`src/rtl/mem_readout_axis_pkg.sv`:
```
// Shared definitions for the capture-buffer readout: FSM encoding, output FIFO depth, log2 helper.
package mem_readout_axis_pkg;

    typedef enum logic [1:0] {
        MRD_IDLE  = 2'd0,
        MRD_READ  = 2'd1,
        MRD_DRAIN = 2'd2
    } mrd_state_t;

    localparam int MRD_FIFO_DEPTH = 4;

    // Number of bits needed to represent value (at least 1).
    function automatic int mrd_log2(input int value);
        int bits;
        bits = 1;
        for (int i = 1; i < 31; i++) begin
            if ((value >> i) != 0) bits = i + 1;
        end
        return bits;
    endfunction

endpackage

```
`src/rtl/axis_fifo_fwft.sv`:
```
// Small synchronous first-word-fall-through FIFO; head entry is visible while not empty.
// Push is unchecked: the producer must never push when full.
module axis_fifo_fwft
    import mem_readout_axis_pkg::*;
#(
    parameter  int WIDTH = 33,
    parameter  int DEPTH = 4,
    localparam int PTR_W = mrd_log2(DEPTH - 1),
    localparam int CNT_W = mrd_log2(DEPTH)
) (
    input  logic             clk,
    input  logic             rst,
    input  logic             push,
    input  logic [WIDTH-1:0] push_data,
    input  logic             pop,
    output logic [WIDTH-1:0] head_data,
    output logic [CNT_W-1:0] count,
    output logic             empty
);

    logic [WIDTH-1:0] mem [DEPTH];
    logic [PTR_W-1:0] wr_ptr;
    logic [PTR_W-1:0] rd_ptr;
    logic             do_pop;

    function automatic logic [PTR_W-1:0] ptr_inc(input logic [PTR_W-1:0] p);
        return (p == PTR_W'(DEPTH - 1)) ? '0 : p + PTR_W'(1);
    endfunction

    assign empty     = (count == '0);
    assign do_pop    = pop & ~empty;
    // Gate the head so stale storage never shows up on the outputs.
    assign head_data = empty ? '0 : mem[rd_ptr];

    always_ff @(posedge clk) begin
        if (push) mem[wr_ptr] <= push_data;
    end

    always_ff @(posedge clk) begin
        if (rst) begin
            wr_ptr <= '0;
            rd_ptr <= '0;
            count  <= '0;
        end else begin
            if (push)   wr_ptr <= ptr_inc(wr_ptr);
            if (do_pop) rd_ptr <= ptr_inc(rd_ptr);
            case ({push, do_pop})
                2'b10:   count <= count + CNT_W'(1);
                2'b01:   count <= count - CNT_W'(1);
                default: count <= count;
            endcase
        end
    end

endmodule

```
`src/rtl/mem_readout_axis.sv`:
```
// Sweeps a circular capture buffer from oldest to newest sample and streams it as one AXI-stream frame.
// Issue is credit-limited so the 1-cycle read pipeline plus FIFO never holds more than 4 beats.
module mem_readout_axis
    import mem_readout_axis_pkg::*;
#(
    parameter  int DATA_WIDTH   = 32,
    parameter  int MEMORY_DEPTH = 32,
    localparam int ADDR_WIDTH   = mrd_log2(MEMORY_DEPTH - 1)
) (
    input  logic                  clk,
    input  logic                  rst,
    input  logic                  start,
    output logic                  busy,
    output logic [ADDR_WIDTH-1:0] addr,
    input  logic [DATA_WIDTH-1:0] din,
    output logic                  m_axis_tvalid,
    input  logic                  m_axis_tready,
    output logic [DATA_WIDTH-1:0] m_axis_tdata,
    output logic                  m_axis_tlast
);

    localparam int FC_W = mrd_log2(MRD_FIFO_DEPTH);
    localparam logic [ADDR_WIDTH-1:0] LAST_ADDR = ADDR_WIDTH'(MEMORY_DEPTH - 1);

    mrd_state_t            state;
    mrd_state_t            state_nxt;
    logic [ADDR_WIDTH-1:0] issue_cnt;
    logic                  v1;
    logic                  v2;
    logic                  last1;
    logic                  last2;
    logic [FC_W-1:0]       fifo_count;
    logic [FC_W:0]         committed;
    logic                  fifo_empty;
    logic                  issue;
    logic                  pop;
    logic [DATA_WIDTH:0]   head_data;

    // Beats in flight: still in the read pipeline or already queued.
    assign committed = (FC_W+1)'(fifo_count) + (FC_W+1)'(v1) + (FC_W+1)'(v2);
    assign pop       = m_axis_tvalid & m_axis_tready;

    always_comb begin
        state_nxt = state;
        issue     = 1'b0;
        busy      = (state != MRD_IDLE);
        case (state)
            MRD_IDLE: begin
                if (start) state_nxt = MRD_READ;
            end
            MRD_READ: begin
                issue = (committed < (FC_W+1)'(MRD_FIFO_DEPTH));
                if (issue && issue_cnt == LAST_ADDR) state_nxt = MRD_DRAIN;
            end
            MRD_DRAIN: begin
                if (!v1 && !v2 && pop && m_axis_tlast) state_nxt = MRD_IDLE;
            end
            default: state_nxt = MRD_IDLE;
        endcase
    end

    always_ff @(posedge clk) begin
        if (rst) begin
            state     <= MRD_IDLE;
            issue_cnt <= '0;
            addr      <= '0;
            v1        <= 1'b0;
            v2        <= 1'b0;
            last1     <= 1'b0;
            last2     <= 1'b0;
        end else begin
            state <= state_nxt;
            if (state == MRD_IDLE && start) issue_cnt <= '0;
            if (issue) begin
                addr      <= issue_cnt;
                issue_cnt <= issue_cnt + ADDR_WIDTH'(1);
                v1        <= 1'b1;
                last1     <= (issue_cnt == LAST_ADDR);
            end else begin
                v1    <= 1'b0;
                last1 <= 1'b0;
            end
            v2    <= v1;
            last2 <= last1;
        end
    end

    axis_fifo_fwft #(
        .WIDTH (DATA_WIDTH + 1),
        .DEPTH (MRD_FIFO_DEPTH)
    ) u_fifo (
        .clk       (clk),
        .rst       (rst),
        .push      (v2),
        .push_data ({last2, din}),
        .pop       (pop),
        .head_data (head_data),
        .count     (fifo_count),
        .empty     (fifo_empty)
    );

    assign m_axis_tvalid = ~fifo_empty;
    assign m_axis_tdata  = head_data[DATA_WIDTH-1:0];
    assign m_axis_tlast  = head_data[DATA_WIDTH];

endmodule

```
`config.mk`:
```
export PLATFORM = sky130hd
export DESIGN_NAME = mem_readout_axis
export DESIGN_NICKNAME = d
export VERILOG_FILES = /design/src/rtl/mem_readout_axis_pkg.sv /design/src/rtl/axis_fifo_fwft.sv /design/src/rtl/mem_readout_axis.sv
export SDC_FILE = /design/constraint.sdc
export NUM_CORES = 1
export LEC_CHECK = 0
export ABC_AREA = 1
export CORE_MARGIN = 2
export CORE_UTILIZATION = 34
export CTS_BUF_LIST = sky130_fd_sc_hd__clkbuf_8
export DETAILED_ROUTE_END_ITERATION = 16
export PLACE_DENSITY = 0.58
export SLEW_MARGIN = 0
export SYNTH_ARGS = -nofsm -noshare
export SYNTH_HDL_FRONTEND = slang
export SYNTH_SLANG_ARGS = --single-unit
```
`constraint.sdc`:
```
create_clock -name clk -period 2.1 [get_ports clk]
set_input_delay 0.63 -clock clk [delete_from_list [all_inputs] [get_ports clk]]
set_output_delay 0.63 -clock clk [all_outputs]
set_load 0.01 [all_outputs]
```
==> flow_summary.toml <==
[layout]
area_delta_synth_final_pct = 32.7
layout-drive-gt1-share = 0.231
diodes = 0
fill_cells = 1621
stdcell_area_um2 = 8230
fin_nets = 701
instances_no_fill = 896
final_util = 0.460

[worst_setup_path]
cp_top_family = "buffers and inverters"
path_class = "reg2out"
slowest_stage = "dfxtp_4"
cp_data_arrival_time_ns = 1.75
crit_buf_inv = 4
worstPathCellList = "buf_12 -> buf_12 -> buf_16 -> nor2_1 -> nor2_1 -> o21ai_1 -> a21oi_1 -> buf_2"
crit_required_ns = 1.47
endpoint_kind = "primary output"
cp_slowest_stage_delay_ns = 0.39
start_kind = "register"
path_max_fanout = 7

[yosys]
netlist_area_um2 = 6200
yosysWarnings = 0
synthCells = 537
yosysSeqAreaShare = 0.720
ys_ff_latch = 157
synth_fp_nets = 583
yosys.area.top_type = "edfxtp_1"
syn_avg_cell_area_um2 = 11.5
synth_top_area_share = 0.639
synthTopCellsByArea = "edfxtp_1, nor2_1, dfxtp_1"
synth_cell_types = 21

[global_route]
track_usage = 0.153
antenna_found_initial = 1
gr-total-overflow = 0
grt_pass1_wl_mm = 22.6
grt_pass1_vias = 4358
grt_max_degree = 34

[floorplan]
initial_core_util = 0.346
core-area_um2 = 17900
dieWidth_um = 139
dieHeight_um = 139
io_pins = 76
rows = 49
die_area_um2 = 19300

[detailed_routing]
wl_per_cell_um = 16.1
detail-route-antenna-nets = 0
vias_per_cell = 4.80
wirelength_mm = 14.4
via_count = 4300
route.detailed.drc = 0
drt_first_iter_violations = 262
drt_first_pass_iters = 4

[outcome]
status = "finished with violations"
failed_checks = "negative setup slack"

[power_and_ir_drop]
peakVddDrop_v = 0.000477
cellLeakagePower_nw = 3.03
p_per_area_nw_per_um2 = 1070

[clocking]
cts_buffers = 17
cts_buffer_depth = 2
clock_latency_ns = 0.46
h-tree-depth = 4
cts.reportedPaths.clkPinSlew_ns = 0.07
cts.sinks = 157
root_buffer = "clkbuf_8"
tritoncts = "built"

[sta]
fin_crit_sh = 1.13
setup_viol = 33
fin_crit_ns = 2.38
fmax_mhz = 420
drv_slew = 0
fin_ws_ns = -0.281
max-slew-margin-rel = 0.668
finalClockSkew_ns = 0.0134
tightest_slew_ns = 0.498
rsz0062_at_grt = "yes"
hold_violations = 0

[place]
placed_area_um2 = 7470
dp.cells = 848
dp_hpwl_mm = 8.60
portBuffers = 75
finalWeightedCongestion = 0.731

[worst_hold_path]
hold_class = "reg2reg"

[flow_run]
cap_violations = 0
[worst register-to-register path, stage by stage, from the launching register on]
cell,delay (ns)
dfxtp_1,0.34
nor2_1,0.05
nand2_1,0.07
buf_4,0.12
nand2_1,0.06
inv_1,0.07
ha_1,0.13
inv_1,0.06
fa_1,0.38
a21oi_1,0.15
o21ai_0,0.11
o21ai_0,0.15
a21oi_1,0.05
[layout make-up]
type                    count  area (um^2)  share of cell area
inverters                  30          125              0.0152
well taps                 229          287              0.0348
multi-input cells         324         1640               0.199
clock buffers              17          234              0.0284
flip-flops and latches    157         4470               0.544
clock inverters            14          154              0.0187
repair buffers            125         1320               0.161
[cell usage in the layout, fill, tap and decap left out, types with 10 or more instances in the layout]
| cell | instances |
|---|---|
| o21ai_1 | 59 |
| nor2_1 | 115 |
| clkdlybuf4s50_1 | 40 |
| clkbuf_8 | 17 |
| buf_2 | 32 |
| dfxtp_1 | 22 |
| buf_12 | 14 |
| nor2_2 | 15 |
| o21ai_0 | 14 |
| inv_1 | 25 |
| nand2_1 | 36 |
| nor2_4 | 10 |
| buf_4 | 25 |
| a21oi_1 | 46 |
| edfxtp_1 | 132 |
[report_power, final]
| group | leakage [nW] | total, W | internal (W) | switching (W) |
|---|---|---|---|---|
| Clock | 0.193 | 0.00221 | 0.00115 | 0.00106 |
| Sequential | 1.40 | 0.00351 | 0.00345 | 0.0000543 |
| Combinational | 1.44 | 0.00306 | 0.00141 | 0.00165 |
[registers in the layout (all words and copies together) (netlist names), named ones only]
signal / count
u_fifo.mem: 132
addr: 5
issue_cnt: 5
u_fifo.count: 3
state: 2
u_fifo.rd_ptr: 2
u_fifo.wr_ptr: 2
last1: 1
last2: 1
v1: 1
v2: 1
[repair_timing]
action | 4_1_cts | 5_1_grt
hold buffers | 0 | 0
gates cloned | 5 | 4
buffers inserted | 6 | 4
endpoints found under the hold margin | 0 | 0
resized for setup | 191 | 31
endpoints found under the setup margin | 35 | 33
pin swaps | 35 | 29
[routing by layer]
layer | vias to the layer above | GRT usage | part of all wire
met5 | - | 0 | 0.00076
met4 | 2 | 0.0548 | 0.015
met3 | 23 | 0.0466 | 0.061
met2 | 110 | 0.265 | 0.51
met1 | 2065 | 0.181 | 0.41
li1 | 2100 | - | -
[synth_stat cells]
cell / n
o211a_1: 1
a21oi_1: 49
buf_1: 2
nand3_1: 8
inv_2: 2
xor2_1: 1
nor3_1: 1
edfxtp_1: 132
buf_2: 13
ha_1: 9
buf_4: 5
nor2_1: 139
o21ai_1: 40
nand4_1: 1
fa_1: 1
nand2_1: 39
clkbuf_1: 6
o21ai_0: 34
inv_1: 28
nor2_2: 1
dfxtp_1: 25
[path summary, 6_finish.rpt]
path	from	slack, ns	depth (start not counted)	end
worst max-delay path	register	-0.28	8	m_axis_tdata[19]
worst min-delay path	last1$_SDFF_PP0_	0.40	2	last2$_SDFF_PP0_
worst max register to register	u_fifo.count[1]$_SDFFE_PP0P_	0.24	12	u_fifo.count[2]$_SDFFE_PP0P_
worst min register to register	last1$_SDFF_PP0_	0.40	2	last2$_SDFF_PP0_
[through the flow]
step / setup TNS, ns / power [W] / hold slack, ns / setup WS, ns
after global placement: -2.68 / 0.00625 / 0.402 / -0.291
after floorplan: 0 / 0.00485 / 0.388 / 0.225
after detailed placement: -3.48 / 0.00629 / 0.399 / -0.282
final: -5.86 / 0.00877 / 0.405 / -0.281
after CTS: -7.16 / 0.00869 / 0.410 / -0.286
after global routing: -10.13 / 0.00927 / 0.435 / -0.402
[logic make-up after synthesis]
kind of cell,Yosys count,synth area share
AO/OA/AOI/OAI,124,0.101
XOR/XNOR,1,0.00141
AND/OR/NAND/NOR,189,0.117
flip-flops,157,0.720
adder cells (fa/ha/maj),10,0.0214
buffers and inverters,56,0.0395
Power figures use the tool's default switching activity.
==> edit 1, RTL diff (same flow settings) <==
Encoding of `mrd_state_t`: now one-hot (3 bits for 3 states).
--- a/src/rtl/mem_readout_axis_pkg.sv
+++ b/src/rtl/mem_readout_axis_pkg.sv
@@ -1,10 +1,10 @@
 // Shared definitions for the capture-buffer readout: FSM encoding, output FIFO depth, log2 helper.
 package mem_readout_axis_pkg;
 
-    typedef enum logic [1:0] {
-        MRD_IDLE  = 2'd0,
-        MRD_READ  = 2'd1,
-        MRD_DRAIN = 2'd2
+    typedef enum logic [2:0] {
+        MRD_IDLE  = 3'b001,
+        MRD_READ  = 3'b010,
+        MRD_DRAIN = 3'b100
     } mrd_state_t;
 
     localparam int MRD_FIFO_DEPTH = 4;
Formal check against the unedited RTL: same outputs for any inputs over 10 cycles, from zero or initial values and one cycle with rst high; not proved beyond that.
==> edit 1 against the original RTL <==
The flow still finishes with violations (setup timing); count of clock-buffer cells in the layout unchanged; combinational power down 28%; largest power group unchanged; sequential cell count up 1; cell area down 2.8%; via count down 0.58%; wire length down 3.2%; total power down 7.8%; critical endpoint is now m_axis_tdata[9]; synthesized area up 2.0%; worst setup slack better by 0.079 ns; sequential power about the same.
==> edit 1: results (changes against the original RTL) <==
qor: status.run_status finished, violations left
qor: status.failed_checks setup timing
qor: power.leakage 2.97 nW [-1.9%]
qor: logic_synthesis.netlist_top_cells_count nor2_1, edfxtp_1, o21ai_0
qor: place.placed_cells 858 [+1.2%]
qor: sta.finClkSkew 0.0110 ns [-0.00240 ns]
qor: grt.antenna_found_initial 0 [-1]
qor: logic_synthesis.syn_avg_cell_area 11.5 um^2 [-0.59%]
qor: place.detailedPlacementHpwl 8660 um [+0.66%]
qor: logic_synthesis.synth_nets 597 [+2.4%]
qor: power.ir_drop 0.474 mV [-0.52%]
qor: logic_synthesis.netlist-cell-type-count 25 [+19%]
qor: route.drt-initial-drc-count 247 [-5.7%]
qor: grt.groute.usage.overall 0.145 [-0.00773]
qor: grt.first_global_vias 4368 [+0.23%]
qor: route.route.vias.total 4275 [-0.58%]
qor: layout.fill_cells 1649 [+1.7%]
qor: layout.finish.net_count 702 [+0.14%]
qor: logic_synthesis.parity_gate_share_of_the_synthesized_area_counting_xor_and_xnor_cells 0.00138 [-0.0000277]
qor: sta.endpoints_failing_setup 33 [unchanged]
qor: sta.setup_ws -0.202 ns [+0.0791 ns]
qor: grt.grt.met3_usage 0.0424 [-0.00422]
qor: place.place.gp.congestion 0.773 [+5.8%]
qor: route.detail_route.wirelength.met1 5890 um [-1.4%]
qor: logic_synthesis.synth_compound_area_frac 0.102 [+0.000794]
qor: route.met2WireLength 7060 um [-4.1%]
qor: grt.met2_usage 0.249 [-0.0160]
qor: route.via_per_inst 4.76 [-0.80%]
qor: grt.wire_length_of_the_first_global_routing_pass 22000 um [-2.5%]
qor: clock_tree.clkLatencyLatePin 0.44 ns [-0.02 ns]
qor: grt.globalRouteMet1Util 0.176 [-0.00498]
edit 1: how the worst max path moves through the flow:
stage | from | endpoint | slack (ns) | cells after the start
after floorplan | m_axis_tready | u_fifo.count[2]$_SDFFE_PP0P_ | 0.23 | 9
after global placement | m_axis_tready | u_fifo.count[2]$_SDFFE_PP0P_ | -0.24 | 10
after detailed placement | m_axis_tready | u_fifo.count[2]$_SDFFE_PP0P_ | -0.29 | 10
after CTS | register | m_axis_tdata[25] | -0.23 | 7
after global routing | register | m_axis_tdata[9] | -0.32 | 7
final | register | m_axis_tdata[9] | -0.20 | 7
edit 1: layout make-up:
cell class                 instances  area [um^2]  area share
clock buffer                      17          234      0.0293
clock inverter                    15          195      0.0244
inverter                          36          138      0.0172
multi-input combinational        330         1610       0.202
sequential                       158         4490       0.562
tap                              229          287      0.0358
timing repair buffer             113         1040       0.130
edit 1: critical path, cell delays in order, from the launching register on:
cell	delay, ns
dfxtp_4	0.44
buf_6	0.15
buf_6	0.11
nor2_2	0.03
nor2_1	0.08
o21ai_1	0.08
a21oi_2	0.18
buf_2	0.16
edit 1: what timing repair did:
| action | 4_1_cts | 5_1_grt |
|---|---|---|
| setup buffers | 5 | 1 |
| cloned | 2 | 2 |
| pin swaps | 25 | 16 |
| endpoints found under the hold margin | 0 | 0 |
| setup endpoints to repair | 35 | 34 |
| resized for setup | 203 | 24 |
edit 1: power by group through the flow:
stage / registers [mW] / logic (mW) / clock network (mW)
after floorplan: 3.56 / 1.10 / 0
after global routing: 3.52 / 2.42 / 2.58
after detailed placement: 3.57 / 2.19 / 0
final: 3.51 / 2.20 / 2.37
after CTS: 3.51 / 2.15 / 2.45
after global placement: 3.57 / 2.15 / 0
==> edit 2, RTL diff (same settings) <==
Made on the original files. `MEMORY_DEPTH`: 32 -> 16.
--- a/src/rtl/mem_readout_axis.sv
+++ b/src/rtl/mem_readout_axis.sv
@@ -4,7 +4,7 @@
     import mem_readout_axis_pkg::*;
 #(
     parameter  int DATA_WIDTH   = 32,
-    parameter  int MEMORY_DEPTH = 32,
+    parameter  int MEMORY_DEPTH = 16,
     localparam int ADDR_WIDTH   = mrd_log2(MEMORY_DEPTH - 1)
 ) (
     input  logic                  clk,
Ports: changed (resized addr); port bits go from 76 to 75. No check against the original RTL was run, so the function may have changed too.
==> edit 2 against the original RTL <==
The run still ends with setup timing left; worst setup slack better by 0.0028 ns; critical path type unchanged; largest cell class unchanged; die area down 1.3%; combinational power is 2% higher; synthesized area fell by 1.4%; total power decreased by 1.3%; core utilization is 0.30 points lower; largest power group unchanged; wire length grew 0.96%; synthesized cell count shrank 2.2%; fmax grew 0.12%; sequential cell count shrank 2; cell area down 1.3%; global-route usage is 0.20 points lower.
==> edit 2: results (changes against the original RTL) <==
qor: logic_synthesis.yosysSeqAreaShare 0.723 [+0.00347]
qor: logic_synthesis.synthesis.yosys.warnings 0 [unchanged]
qor: route.routed_wire_length_per_instance 16.4 um [+2.0%]
qor: logic_synthesis.parity_gate_share_of_the_synthesized_area_counting_xor_and_xnor_cells 0.00143 [+0.0000196]
qor: clock_tree.cts_buffer_depth 2 [unchanged]
qor: sta.timing_worst_slew_pin_value 0.291 ns [-0.206 ns]
qor: power.power_switching 2.87 mW [+3.9%]
qor: logic_synthesis.synth.area.top_cells edfxtp_1, nor2_1, dfxtp_1
qor: power.ir_drop 0.467 mV [-2.0%]
qor: sta.setup_ws -0.279 ns [+0.00281 ns]
qor: logic_synthesis.syn_avg_cell_area 11.7 um^2 [+0.88%]
qor: grt.wire_length_of_the_first_global_routing_pass 22200 um [-1.8%]
qor: layout.fill_cells 1622 [+0.062%]
qor: sta.endpoints_failing_setup 33 [unchanged]
qor: logic_synthesis.synth_compound_area_frac 0.101 [+0.000585]
qor: clock_tree.clk_pin_slew_worst_setup_hold_paths 0.08 ns
qor: logic_synthesis.synth_nets 570 [-2.2%]
qor: status.run_status finished, violations left
qor: place.placed_cells 834 [-1.7%]
qor: logic_synthesis.netlist_top_cells_count nor2_1, edfxtp_1, a21oi_1
qor: route.drt_first_pass_iters 5 [+1]
qor: layout.layout-drive-gt1-share 0.226 [-0.00444]
qor: place.detailedPlacementHpwl 8310 um [-3.3%]
qor: critical_path.cp_slowest_stage_delay 0.43 ns [+0.04 ns]
qor: route.route.vias.total 4223 [-1.8%]
qor: logic_synthesis.synth_top_flop_cell edfxtp_1
qor: place.place.gp.congestion 0.750 [+2.6%]
qor: grt.groute.usage.overall 0.151 [-0.00200]
qor: clock_tree.numCtsBuffers 17 [unchanged]
qor: clock_tree.clock-root-buffer clkbuf_8
qor: sta.finClkSkew 0.0177 ns [+0.00432 ns]
qor: route.via_per_inst 4.76 [-0.79%]
qor: power.leakage 2.99 nW [-1.2%]
qor: critical_path.timing.reg2reg.setup_slack 0.21 ns [-0.03 ns]
qor: critical_path.critical_path_maximum_fanout 8 [+1]
qor: logic_synthesis.muxShareOfSynthArea 0 [unchanged]
qor: status.failed_checks setup timing
qor: route.postRouteAntennaNets 0 [unchanged]
qor: grt.largest_net_degree_at_the_start_of_global_routing 34 [unchanged]
qor: layout.finish.net_count 690 [-1.6%]
qor: route.drt-initial-drc-count 247 [-5.7%]
qor: place.port-buffer-count 74 [-1.3%]
qor: logic_synthesis.synth_adder_area_share 0.0196 [-0.00175]
qor: critical_path.arr_time_crit_path 1.75 ns [about the same]
qor: worst_hold_path.hold_path.class reg2reg
qor: layout.layout_top_registers u_fifo.mem (132), addr (4), issue_cnt (4)
qor: clock_tree.clkLatencyLatePin 0.45 ns
==> edit 2: through the flow <==
stage	TNS [ns]	worst slack [ns]	hold slack, ns	instance area, um^2	total power, mW
2_1_floorplan	0	0.225	0.388	6120	4.81
3_3_place_gp	-3.95	-0.327	0.392	7400	6.26
3_5_place_dp	-4.09	-0.330	0.397	7400	6.30
4_1_cts	-6.87	-0.319	0.420	7800	8.31
5_1_grt	-9.75	-0.357	0.448	8120	9.12
6_report	-6.25	-0.279	0.417	8120	8.66
==> edit 2: worst paths after layout <==
kind                                startpoint                      endpoint  depth (start not counted)
hold reg to reg               last1$_SDFF_PP0_              last2$_SDFF_PP0_                          2
setup reg to reg  u_fifo.count[1]$_SDFFE_PP0P_  u_fifo.count[2]$_SDFFE_PP0P_                         12
setup / recovery                      register              m_axis_tdata[13]                          7
hold / removal                last1$_SDFF_PP0_              last2$_SDFF_PP0_                          2
==> edit 2: power by group through the flow <==
stage                     clock [mW]  combinational, mW  sequential (mW)
after floorplan                    0               1.30             3.51
after global placement             0               2.72             3.54
after detailed placement           0               2.76             3.55
after CTS                       2.10               2.72             3.49
after global routing            2.22               3.40             3.50
final                           2.04               3.12             3.49
==> edit 2: layout make-up <==
type	instances	share of cell area
tap	229	0.0353
timing repair buffer	126	0.161
multi-input combinational	318	0.197
inverter	27	0.0154
clock buffer	17	0.0288
clock inverter	15	0.0162
sequential	155	0.546
==> edit 2: critical path, delay by kind of cell (launching register included) <==
family                 cells  cell delay [ns]
buffers and inverters      3             0.42
AOI/OAI and AO/OA          2             0.33
DFF                        1             0.43
and+or+nand+nor            2             0.11
==> edit 2: what timing repair did <==
| item | 4_1_cts | 5_1_grt |
|---|---|---|
| endpoints found under the setup margin | 35 | 33 |
| cloned | 3 | 6 |
| hold buffers | 0 | 0 |
| pin swaps | 10 | 16 |
| resized for setup | 152 | 55 |
| setup buffers | 2 | 10 |
==> edit 2: kinds of logic (layout without fill, tap and decap cells) <==
kind of cell | Yosys count | after routing
xor gates and xnor gates | 1 | 1
AOI/OAI and AO/OA | 123 | 123
and+or+nand+nor | 185 | 185
buffers and inverters | 52 | 185
adders and majority gates | 9 | 9
DFF | 155 | 155
==> edit 2: metal layers <==
metal | track usage | share of wire | vias to the layer above
li1 | - | - | 2063
met1 | 0.182 | 0.43 | 2026
met2 | 0.256 | 0.50 | 114
met3 | 0.0468 | 0.057 | 20
met4 | 0.0564 | 0.019 | 0
met5 | 0 | 0 | -
